===== config.mk =====
export PLATFORM = sky130hd
export DESIGN_NAME = multdiv_sequencer
export DESIGN_NICKNAME = d
export VERILOG_FILES = /design/src/rtl/multdiv_sequencer.sv
export SDC_FILE = /design/constraint.sdc
export NUM_CORES = 1
export LEC_CHECK = 0
export ABC_AREA = 1
export CORE_ASPECT_RATIO = 1.4
export CORE_UTILIZATION = 43
export CTS_BUF_LIST = sky130_fd_sc_hd__clkbuf_16
export DETAILED_ROUTE_END_ITERATION = 7
export PLACE_DENSITY = 0.85
export SLEW_MARGIN = 20
export SYNTH_ARGS = -nofsm -noshare
export SYNTH_HDL_FRONTEND = slang
export SYNTH_SLANG_ARGS = --single-unit

===== constraint.sdc =====
create_clock -name clock -period 3.1 [get_ports clock]
set_input_delay 0.465 -clock clock [delete_from_list [all_inputs] [get_ports clock]]
set_output_delay 0.465 -clock clock [all_outputs]
set_load 0.05 [all_outputs]

===== src/rtl/multdiv_sequencer.sv =====
// multdiv_sequencer: issues mul/div to the shared multi-cycle unit, freezes the pipeline while it runs,
// and presents the captured result and rstatus code for one advancing cycle.
module multdiv_sequencer #(
  parameter int TIMEOUT_CYCLES = 40,
  parameter int CNT_W = 6
) (
  input  logic        clock,
  input  logic        reset,
  input  logic        dx_is_mult,
  input  logic        dx_is_div,
  input  logic [31:0] md_result,
  input  logic        md_exception,
  input  logic        md_ready,
  output logic        start_mult,
  output logic        start_div,
  output logic        stall,
  output logic        result_sel,
  output logic [31:0] result,
  output logic [31:0] status_code,
  output logic        busy
);
  typedef enum logic [1:0] {IDLE, START, WAIT, DONE} state_t;
  localparam logic [CNT_W-1:0] LAST = CNT_W'(TIMEOUT_CYCLES - 1);
  state_t state;
  logic [CNT_W-1:0] counter;
  logic op_div;
  always_ff @(posedge clock or negedge reset) begin
    if (!reset) begin
      state <= IDLE;
      counter <= '0;
      op_div <= 1'b0;
      result <= '0;
      status_code <= '0;
    end else begin
      case (state)
        IDLE: if (dx_is_mult | dx_is_div) begin
          state <= START;
          op_div <= dx_is_div & ~dx_is_mult;
        end
        START: begin
          counter <= '0;
          state <= WAIT;
        end
        WAIT: begin
          counter <= counter + 1'b1;
          if (md_ready) begin
            result <= md_result;
            status_code <= md_exception ? (op_div ? 32'd5 : 32'd4) : 32'd0;
            state <= DONE;
          end else if (counter == LAST) begin
            result <= '0;
            status_code <= op_div ? 32'd5 : 32'd4;
            state <= DONE;
          end
        end
        default: state <= IDLE;
      endcase
    end
  end
  // Stall in IDLE is combinational so the detecting cycle already holds the op in DX.
  assign stall      = reset & (state == IDLE ? (dx_is_mult | dx_is_div) : state != DONE);
  assign start_mult = state == START && !op_div;
  assign start_div  = state == START && op_div;
  assign result_sel = state == DONE;
  assign busy       = state != IDLE;
endmodule

==> flow_summary.ini <==
[outcome]
run_status = finished, final reports clean

[clocking]
clk_pin_slew_ns = 0.06
clk_buf_depth = 2
htree_num_levels = 2
clkLatencyLatePin_ns = 0.27
clk_root_buffer_cell = sky130_fd_sc_hd__clkbuf_16
cts_sinks = 43
post_cts.repair.setup_buffers = 0
tritoncts_clock_tree = yes
cts-buffers-inserted = 5
postCtsResizedCells = 0
cts_hold_repair.buffers = 0

[power]
power.net_switching_w = 0.001723
sw_frac_of_total = 0.4789
power_frac_comb = 0.557
vdd_drop_max_mv = 0.4502
p_clk_frac = 0.181
power.share.sequential = 0.262
power_per_cell_area_nw_per_um2 = 1197
p_leak_nw = 1.518
internal_power_w = 0.001874

[final_layout]
finalNonFillerCells = 391
nNetsFinal = 369
post_route_cells_drive_above_1_share = 0.05505
layout-area-overhead-vs-synth_pct = 38.44
insertedDiodeCount = 0
fillerInstances = 415

[worst_setup_path]
worstPathArrival_ns = 2.11
launching_element_type_of_the_critical_path = register
worstSetupEndpointType = output port
worst_r2r_startpoint = state[0]$_DFFE_PN0P_
worst-setup-path-type = register to output port
crit_fanout = 4
worstPathRequired_ns = 2.63
critPathLaunch = state[0]$_DFFE_PN0P_

[logic_synthesis]
yosysSeqAreaShare = 0.4957
syn_avg_cell_area_um2 = 8.580
synth_warnings = 0
synth_cell_type_count = 23
syn_area_um2 = 2171
ys_seq_elements = 43
gate_count_post_synth = 253

[routing]
drt-initial-drc-count = 75
wire_length_per_cell_um = 11.33
top_layer_used = met4
drt_drc_violations_left = 0
detailroute.wirelength.met2_um = 2305
wl_met1_um = 1761
route.antenna.remaining_nets = 0
met3_wirelength_um = 272
firstDrtPassIters = 4
detail_route.vias_per_cell = 4.606
routed-via-count = 1801
drt-total-wl_um = 4430

[timing]
layout_worst_path_cycle_share = 0.8304
min_clock_period_post_route_ns = 2.574
timing_hold_violations_final = 0
timing.setup.tns_ns = 0
setup_viol = 0
fmaxAchievable_ghz = 0.3885
grt_setup_unrepaired = false
slew_headroom = 0.6387
clock-skew-final_ns = 0.005472
worstMarginPinSlew_ns = 0.5419
drv_slew = 0

[global_routing]
gr-total-overflow = 0
groute.usage.overall = 0.1777
grt_pass1_vias = 1673
grt_max_degree = 44
initial_antenna_violation_count = 0
wire_length_of_the_first_global_routing_pass_um = 7182

[floorplan]
floorplan.die.width_um = 62.05
effective_utilization_at_floorplan = 0.4483
design.portCount = 107
dieArea_um2 = 5341
core.rowCount = 30
chip_height_um = 86.07
floorplan.core_area_um2 = 4842

[hold_path]
holdCritPathClass = primary input to async pin

[placed_design]
place_inst = 383
dp_hpwl_um = 3228
port-buffer-count = 76
finalWeightedCongestion = 0.8553

[job]
maxCapViolations = 0
[cell families after synthesis]
kind of cell               count (synthesis)  synth area share
other                                      1          0.001727
and+or+nand+nor                          135            0.2703
adders and majority gates                  5           0.02882
DFF                                       43            0.4957
AOI/OAI and AO/OA                         11           0.02766
buffers and inverters                     58            0.1758
[synth_stat cells, drive strengths merged]
| cell | n | area (um2) |
|---|---|---|
| conb | 1 | 3.750 |
| dfrtp | 43 | 1076 |
| dlygate4sd1 | 1 | 8.760 |
| o21bai | 2 | 15.01 |
| nor3b | 1 | 7.510 |
| nand2 | 83 | 331.6 |
| nand4 | 1 | 6.260 |
| clkbuf | 5 | 28.77 |
| dlymetal6s2s | 1 | 12.51 |
| nor2 | 9 | 36.29 |
| o21ai | 5 | 25.02 |
| inv | 16 | 60.06 |
| buf | 35 | 271.5 |
| ha | 5 | 62.56 |
| a21oi | 4 | 20.02 |
| nor3 | 2 | 10.01 |
| nand3 | 39 | 195.2 |
[registers in the layout, summed over array words and instances (netlist names)]
register     flops
op_div           1
status_code      2
counter          6
result          32
state            2
[metal layers]
metal  GRT usage  vias to the layer above
li1            -                      878
met1      0.1930                      843
met2      0.3191                       69
met3     0.03771                       11
met4     0.07071                        0
met5           0                        -
[critical path, stage by stage, from the launching register on]
cell and delay (ns):
sky130_fd_sc_hd__dfrtp_1 0.39, sky130_fd_sc_hd__inv_1 0.08, sky130_fd_sc_hd__ha_1 0.21, sky130_fd_sc_hd__nand3_1 0.14
sky130_fd_sc_hd__nand2_1 0.08, sky130_fd_sc_hd__a21oi_1 0.12, sky130_fd_sc_hd__clkdlybuf4s50_1 0.81
[power by group through the flow]
stage	logic, W	registers, W	clock network [W]
floorplan	0.000746	0.00165	0
global placement	0.00198	0.000939	0
detailed placement	0.00202	0.000949	0
CTS	0.00202	0.000942	0.000667
global route	0.00216	0.000970	0.000694
finish	0.00200	0.000941	0.000652
[final timing paths]
path,cells past startpoint,to,slack (ns)
max in group asynchronous,2,counter[4]$_DFFE_PN0P_,2.45
worst max-delay path,6,stall,0.53
worst max register to register,5,status_code[0]$_DFFE_PN0P_,1.39
worst min register to register,2,result[14]$_DFFE_PN0P_,0.47
worst min-delay path,2,result[5]$_DFFE_PN0P_,0.28
min in group clock,2,result[14]$_DFFE_PN0P_,0.47
[cell type report]
cell class	instances	area [um2]	share of cell area
Sequential cell	43	1076	0.3580
Multi-Input combinational cell	181	822.0	0.2735
Timing Repair Buffer	79	778.2	0.2590
Clock buffer	5	125.1	0.04163
Tap cell	64	80.08	0.02664
Clock inverter	3	63.81	0.02123
Inverter	16	60.06	0.01998
[cell usage in the layout, fill, tap and decap left out]
| master | instances |
|---|---|
| sky130_fd_sc_hd__a21oi_1 | 4 |
| sky130_fd_sc_hd__buf_2 | 1 |
| sky130_fd_sc_hd__buf_4 | 3 |
| sky130_fd_sc_hd__bufinv_16 | 2 |
| sky130_fd_sc_hd__clkbuf_16 | 5 |
| sky130_fd_sc_hd__clkdlybuf4s50_1 | 75 |
| sky130_fd_sc_hd__conb_1 | 30 |
| sky130_fd_sc_hd__dfrtp_1 | 43 |
| sky130_fd_sc_hd__ha_1 | 5 |
| sky130_fd_sc_hd__inv_1 | 17 |
| sky130_fd_sc_hd__nand2_1 | 77 |
| sky130_fd_sc_hd__nand2_2 | 5 |
| sky130_fd_sc_hd__nand2_4 | 1 |
| sky130_fd_sc_hd__nand3_1 | 39 |
| sky130_fd_sc_hd__nand4_1 | 1 |
| sky130_fd_sc_hd__nor2_1 | 8 |
| sky130_fd_sc_hd__nor2_2 | 1 |
| sky130_fd_sc_hd__nor3_1 | 2 |
| sky130_fd_sc_hd__nor3b_1 | 1 |
| sky130_fd_sc_hd__o21ai_0 | 5 |
| sky130_fd_sc_hd__o21bai_1 | 2 |
[stage by stage]
| stage | hold slack, ns | worst slack [ns] | power (W) | instance area [um2] | util |
|---|---|---|---|---|---|
| floorplan | 0.1694 | 0.9329 | 0.002393 | 2280 | - |
| global placement | 0.4516 | 0.5570 | 0.002921 | 2816 | 0.5817 |
| detailed placement | 0.4570 | 0.5334 | 0.002966 | 2816 | 0.5817 |
| CTS | 0.3029 | 0.5230 | 0.003632 | 3005 | 0.6207 |
| global route | 0.3281 | 0.4056 | 0.003819 | 3005 | 0.6207 |
| finish | 0.2840 | 0.5257 | 0.003597 | 3005 | 0.6207 |
Power figures use the tool's default switching activity.
==> patch: new RTL, config.mk and constraints unchanged <==
Set the parameter `TIMEOUT_CYCLES` to 32 (it was 40).
--- a/src/rtl/multdiv_sequencer.sv
+++ b/src/rtl/multdiv_sequencer.sv
@@ -1,7 +1,7 @@
 // multdiv_sequencer: issues mul/div to the shared multi-cycle unit, freezes the pipeline while it runs,
 // and presents the captured result and rstatus code for one advancing cycle.
 module multdiv_sequencer #(
-  parameter int TIMEOUT_CYCLES = 40,
+  parameter int TIMEOUT_CYCLES = 32,
   parameter int CNT_W = 6
 ) (
   input  logic        clock,
Function: same outputs for any inputs over 10 cycles, from zero or initial values and one cycle with reset low; that may be too few to reach the edited logic, so the function may still have changed.
==> patch against the unedited design <==
Synthesized cell count did not move. Power decreased by 4.1%. Cell area fell by 1.4%. Synthesized area rose by 0.46%. Die area up 0.45%. Wire length is 3.1% higher. Sequential cell count is the same. Setup slack got worse by 0.025 ns. Largest cell class unchanged. Largest power group unchanged.
==> patch: results (changes against the unedited design) <==
\begin{tabular}{lr}
\hline
Metric & Value \\
\hline
\multicolumn{2}{l}{\textbf{Run status}} \\
Result of the run & complete, no violations \\
\multicolumn{2}{l}{\textbf{Worst setup path}} \\
Data arrival time of the critical path & 2.13 ns (+0.02 ns) \\
\multicolumn{2}{l}{\textbf{Timing}} \\
Final worst clock skew & 0.00439 ns (-0.00108 ns) \\
Slew at the pin closest to its max-slew limit & 0.532 ns (-0.0103 ns) \\
\multicolumn{2}{l}{\textbf{Cells and area}} \\
Layout cell share with drive strength beyond 1 & 5.79\% (+0.29 points) \\
Number of inserted filler cells in the final layout & 432 (+4.1\%) \\
Final instance count without filler cells & 392 (+0.26\%) \\
Final Net Count & 370 (+0.27\%) \\
\multicolumn{2}{l}{\textbf{Global routing}} \\
Wire length of the first global-routing pass & 7.75 mm (+7.9\%) \\
Overall routing resource usage & 18.2\% (+0.44 points) \\
\multicolumn{2}{l}{\textbf{Placed design}} \\
Count of placed standard cells including taps & 384 (+0.26\%) \\
GPL Wtd Cong & 0.769 (-10\%) \\
Post-Place Setup Slack & 0.501 ns (-0.0322 ns) \\
Detailed-placement wirelength estimate & 3.35 mm (+3.8\%) \\
\multicolumn{2}{l}{\textbf{Power and ir drop}} \\
IR drop worst, VDD & 0.000501 V (+11\%) \\
Standby leakage power & 1.50 nW (-0.99\%) \\
\multicolumn{2}{l}{\textbf{Drt}} \\
DRT Wirelength & 4.57 mm (+3.1\%) \\
Drt first pass iters & 4 (unchanged) \\
Number of DRC markers after the initial detailed-route iteration & 85 (+13\%) \\
Number of vias after detailed routing & 1,786 (-0.83\%) \\
\multicolumn{2}{l}{\textbf{Clock network}} \\
Total clock buffers created by CTS & 5 (unchanged) \\
Number of levels in the clock H-tree & 2 (unchanged) \\
\multicolumn{2}{l}{\textbf{Synth}} \\
Yosys cell types & 19 (-17\%) \\
Fraction of registers with async set/reset & 100\% (unchanged) \\
Ranking of synthesized cells by area & sky130\_fd\_sc\_hd\_\_dfrtp\_1, sky130\_fd\_sc\_hd\_\_nand2\_1, sky130\_fd\_sc\_hd\_\_buf\_4 \\
Portion of the post-synthesis area used by sequential elements & 49.3\% (-0.23 points) \\
\hline
\end{tabular}
==> patch: cells by family after synthesis <==
kind of cell	after synthesis	synth area share (%)
xor+xnor	2	0.803
simple gates	134	26.3
buf+inv	58	18.1
fa+ha+maj	5	2.87
other cells	1	0.172
compound gates	10	2.41
flops	43	49.3
==> patch: metal layers <==
| metal | GRT usage, % | wire (um) | vias to the layer above |
|---|---|---|---|
| met5 | 0 | 0 | - |
| met4 | 6.13 | 59 | 0 |
| met3 | 4.08 | 244 | 8 |
| met2 | 35.4 | 2520 | 63 |
| met1 | 19.2 | 1740 | 846 |
| li1 | - | - | 869 |
==> patch: path summary, 6_finish.rpt <==
check                                start          to  slack [ns]  cells past startpoint
worst max-delay path            dx_is_mult       stall        0.50                      6
worst min-delay path                 reset   result[3]        0.30                      2
worst max register to register    state[0]  counter[5]        1.49                      7
worst min register to register   result[3]   result[3]        0.47                      2
max in group asynchronous            reset  result[25]        2.44                      2
min in group clock               result[3]   result[3]        0.47                      2
==> patch: stage by stage <==
step	instance area, um^2	power (mW)
floorplan	2290	2.41
global placement	2820	2.94
detailed placement	2820	2.98
CTS	2960	3.48
global route	2960	3.67
finish	2960	3.45
==> patch: final cells by class <==
type                    count  share of cell area [%]
flip-flops and latches     43                    36.3
multi-input cells         181                    27.7
repair buffers             80                    26.5
clock buffers               5                    4.22
well taps                  64                    2.70
inverters                  16                    2.03
clock inverters             3                   0.549
==> patch: report_power, final <==
group	switching (mW)	leakage [nW]	internal, mW
registers	0.141	0.544	0.801
clock network	0.194	0.0710	0.293
logic	1.39	0.888	0.629
total	1.73	1.50	1.72
